**config.mk**
```make
export PLATFORM = sky130hd
export DESIGN_NAME = pwm_fade_scheduler
export DESIGN_NICKNAME = d
export VERILOG_FILES = /design/src/rtl/pwm_fade_scheduler.sv
export SDC_FILE = /design/constraint.sdc
export NUM_CORES = 1
export LEC_CHECK = 0
export CAP_MARGIN = 20
export CORE_MARGIN = 5
export CORE_UTILIZATION = 60
export DETAILED_ROUTE_END_ITERATION = 12
export PLACE_DENSITY_LB_ADDON = 0.08
export SLEW_MARGIN = 20
export SYNTH_ARGS = -nofsm -noshare
export SYNTH_HDL_FRONTEND = slang
export SYNTH_SLANG_ARGS = --single-unit
```
**constraint.sdc**
```tcl
create_clock -name clk -period 12.8 [get_ports clk]
set_input_delay 2.56 -clock clk [delete_from_list [all_inputs] [get_ports clk]]
set_output_delay 2.56 -clock clk [all_outputs]
set_load 0.03 [all_outputs]
```
**src/rtl/pwm_fade_scheduler.sv**
```systemverilog
// Four-channel 8-bit PWM with per-channel fade toward a target level.
// A shared step unit visits one channel per cycle on each frame sweep.
module pwm_fade_scheduler (
    input  logic       clk,
    input  logic       reset_n,
    input  logic       tick_pwm,
    input  logic       tick_frame,
    input  logic       cfg_valid,
    output logic       cfg_ready,
    input  logic [1:0] cfg_ch,
    input  logic [7:0] cfg_target,
    input  logic [3:0] cfg_rate,
    output logic [3:0] pwm_out,
    output logic [3:0] busy
);

    typedef enum logic {IDLE, UPD} state_t;

    state_t     state;
    logic [1:0] idx;
    logic       pend;
    logic [7:0] pcnt;

    logic [7:0] level  [4];
    logic [7:0] target [4];
    logic [7:0] shadow [4];
    logic [3:0] rate   [4];
    logic [3:0] rdiv   [4];

    logic [7:0] step_lvl;
    logic [3:0] step_rdiv;

    assign cfg_ready = (state == IDLE);

    // fade is in progress while a channel's level differs from its target
    always_comb begin
        busy = '0;
        for (int i = 0; i < 4; i++)
            busy[i] = (level[i] != target[i]);
    end

    // shared step unit: next level/divider for the channel at idx
    always_comb begin
        step_lvl  = level[idx];
        step_rdiv = rdiv[idx];
        if (level[idx] != target[idx]) begin
            if (rdiv[idx] == rate[idx]) begin
                step_rdiv = '0;
                step_lvl  = (level[idx] < target[idx]) ?
                            level[idx] + 8'd1 : level[idx] - 8'd1;
            end else begin
                step_rdiv = rdiv[idx] + 4'd1;
            end
        end
    end

    // sweep scheduler plus config writes, which only land while idle
    always_ff @(posedge clk or negedge reset_n) begin
        if (!reset_n) begin
            state <= IDLE;
            idx   <= '0;
            pend  <= 1'b0;
            for (int i = 0; i < 4; i++) begin
                level[i]  <= '0;
                target[i] <= '0;
                rate[i]   <= '0;
                rdiv[i]   <= '0;
            end
        end else begin
            unique case (state)
                IDLE: begin
                    if (cfg_valid) begin
                        target[cfg_ch] <= cfg_target;
                        rate[cfg_ch]   <= cfg_rate;
                        rdiv[cfg_ch]   <= '0;
                    end
                    if (tick_frame || pend) begin
                        idx   <= '0;
                        pend  <= 1'b0;
                        state <= UPD;
                    end
                end
                UPD: begin
                    level[idx] <= step_lvl;
                    rdiv[idx]  <= step_rdiv;
                    if (tick_frame)
                        pend <= 1'b1;
                    if (idx == 2'd3)
                        state <= IDLE;
                    else
                        idx <= idx + 2'd1;
                end
            endcase
        end
    end

    // slot counter, period-aligned shadow capture and registered compare
    always_ff @(posedge clk or negedge reset_n) begin
        if (!reset_n) begin
            pcnt    <= '0;
            pwm_out <= '0;
            for (int i = 0; i < 4; i++)
                shadow[i] <= '0;
        end else begin
            if (tick_pwm) begin
                pcnt <= (pcnt == 8'd254) ? 8'd0 : pcnt + 8'd1;
                if (pcnt == 8'd254)
                    for (int i = 0; i < 4; i++)
                        shadow[i] <= level[i];
            end
            for (int i = 0; i < 4; i++)
                pwm_out[i] <= (pcnt < shadow[i]);
        end
    end

endmodule
```
==> reports/metrics.cfg <==
[status]
status=finished clean

[cells_and_area]
mostFrequentLayoutCell=dfrtp_1
layout.nets=792
fin_util_pct=69.85
drive_above_1_share_pct=18.10
mostFrequentLayoutCells=143 x dfrtp_1, 107 x nand2_1, 57 x mux2_2, 56 x o21ai_0, 50 x ha_1
num-fill-cells=940
diodes=0
syn_to_final_growth_pct=14.05

[logic_synthesis]
synth_top_area_share_pct=46.62
syn_area_sq_mm=0.007729
ys_seq_area_share_pct=46.62
synthArstFlopShare_pct=100.0
synth_top_area_cell=dfrtp_1
synth-edff-count=0
synth_ff_type=dfrtp_1
ys_seq_elements=144
synth_area_leaders=dfrtp_1 47%, mux2_2 8.3%, ha_1 8.1%, mux4_2 6.4%, nand2_1 5.2%
synth_warnings=0
syn_nets=770
synth_cell_types=45
synthCells=700
post_synth.cell_area_avg_sq_um=11.04

[die]
start_util_pct=61.24
die_h_microns=123.5
io_pins=28
placementRows=41
die-area_sq_mm=0.01525
fp.dieW_microns=123.5
coreArea_sq_mm=0.01262

[critical_path]
cp.arrival_ps=2480
worstSetupPathType=reg2out
r2r-start=idx[0]
r2r-end=level[30]
critPathRequiredTime_ps=10240
reg2reg_depth=14
reg2reg_slack_ps=7990
path_max_fanout=4
crit_start=level[12]
end_kind=output port
cp-start-kind=flop

[global_routing]
grt_pass1_wl_microns=28480
grt_pass1_vias=5508
overflow=0
track_usage_pct=24.58
antenna_found_initial=0
grt_max_degree=77

[cts]
numCtsBuffers=17
root_buffer=clkbuf_16
tritoncts=yes
clk_pin_slew_ps=60
cts_setup_buffers=0
cts_max_level=4
cts_buffer_depth=2
cts.sinks=144
clkLatencyLatePin_ps=420
cts_resized=0
holdBufCountCts=0

[power]
p_total_mw=2.403
p_leak_nw=4.133
powerDensity_mw_per_mm2=272.6
ir_worst_vdd_mv=0.1605

[hold_path]
hp-class=reg2reg
holdPathEnd=shadow[24]
hp-start=shadow[24]
worstHoldPathCells=2

[sta]
hold_ws_ps=488.2
tightest_slew_ps=944.9
finClkSkew_ps=9.164
final.period_utilization_pct=39.40
hold_violations=0
setup_tns_ps=0
period_needed_ps=5043
drv_slew=0
rsz0062_at_grt=false
max_clock_freq_mhz=198.3
max-slew-margin-rel_pct=36.85
finalSetupViolations=0

[place]
hpwl_microns=11970
portBuffers=27
place_congestion=0.8902

[routing]
first_pass_iters=5
wl_per_cell_microns=18.90
wirelength_microns=17140
vias_per_cell=5.907
drcViolationCount=0
num_vias=5358
drtIter0Drc=346
postRouteAntennaNets=0

[job]
drv_cap=0

[how the worst max path moves through the flow]
stage,to,cells past startpoint
after global placement,target[20],3
after CTS,busy[2],4
after global routing,level[6],14
after detailed placement,rate[4],3
after floorplan,level[22],17
final,busy[2],4
[cell families after synthesis]
kind of cell / synth area share, %
simple gates: 10.26
flops: 46.62
compound gates: 9.471
mux: 15.98
buf+inv: 3.999
fa+ha+maj: 8.354
xor+xnor: 5.310
[layout make-up]
class / count / area (sq um) / area share [%]
timing repair buffer: 33 / 324.1 / 3.676
multi-input combinational: 480 / 3860 / 43.79
inverter: 46 / 172.7 / 1.959
clock inverter: 13 / 185.2 / 2.101
clock buffer: 19 / 452.9 / 5.138
sequential: 144 / 3605 / 40.89
tap: 172 / 215.2 / 2.441
[synthesized netlist by cell type, types with 3 or more instances]
master    instances
xnor2_1           6
nor4_1            8
dfrtp_1         144
a21oi_1          11
nor3_1            9
o22ai_1          13
buf_6             3
ha_1             50
mux2_2           57
inv_1            46
nand3_1           6
nor2b_1           4
a211o_1           4
mux4_2           22
nand2_1         107
and3_1            4
a21oi_2           3
o21ai_0          56
clkbuf_1         24
nand4_1           5
nand2b_1          7
a21o_1           13
o21ai_1          19
nor2_1           13
xor2_1           39
[registers in the layout (all words and copies together), names as in the netlist]
register,flops
shadow,32
level,32
rdiv,16
target,32
state,1
rate,16
pcnt,8
idx,2
pwm_out,4
pend,1
[through the flow]
stage                     area [sq um]  cells  worst slack [ps]
after floorplan                   7729    700              8302
after global placement            8153    873              8018
after detailed placement          8153    873              7962
after CTS                         8791    905              7828
after global routing              8815    907              7727
final                             8815    907              7757
[power breakdown]
group | internal (mW) | total (mW) | switching, mW
Clock | 0.336 | 0.528 | 0.192
Sequential | 0.605 | 0.775 | 0.170
Combinational | 0.505 | 1.10 | 0.595
Total | 1.45 | 2.40 | 0.958
[critical path: stages, from the launching register on]
cell and delay (ps):
dfrtp_1 440, xor2_1 190, nor4_1 640, nand2_1 160
clkdlybuf4s50_1 640
[routing by layer]
layer | vias to the layer above | wire (microns) | GRT usage (%)
li1 | 2492 | - | -
met2 | 115 | 8047 | 37.89
met5 | - | 0 | 0
met3 | 14 | 724 | 4.941
met4 | 0 | 187 | 6.298
met1 | 2737 | 8184 | 36.01
Note: power is estimated with default switching activity, not from simulation.
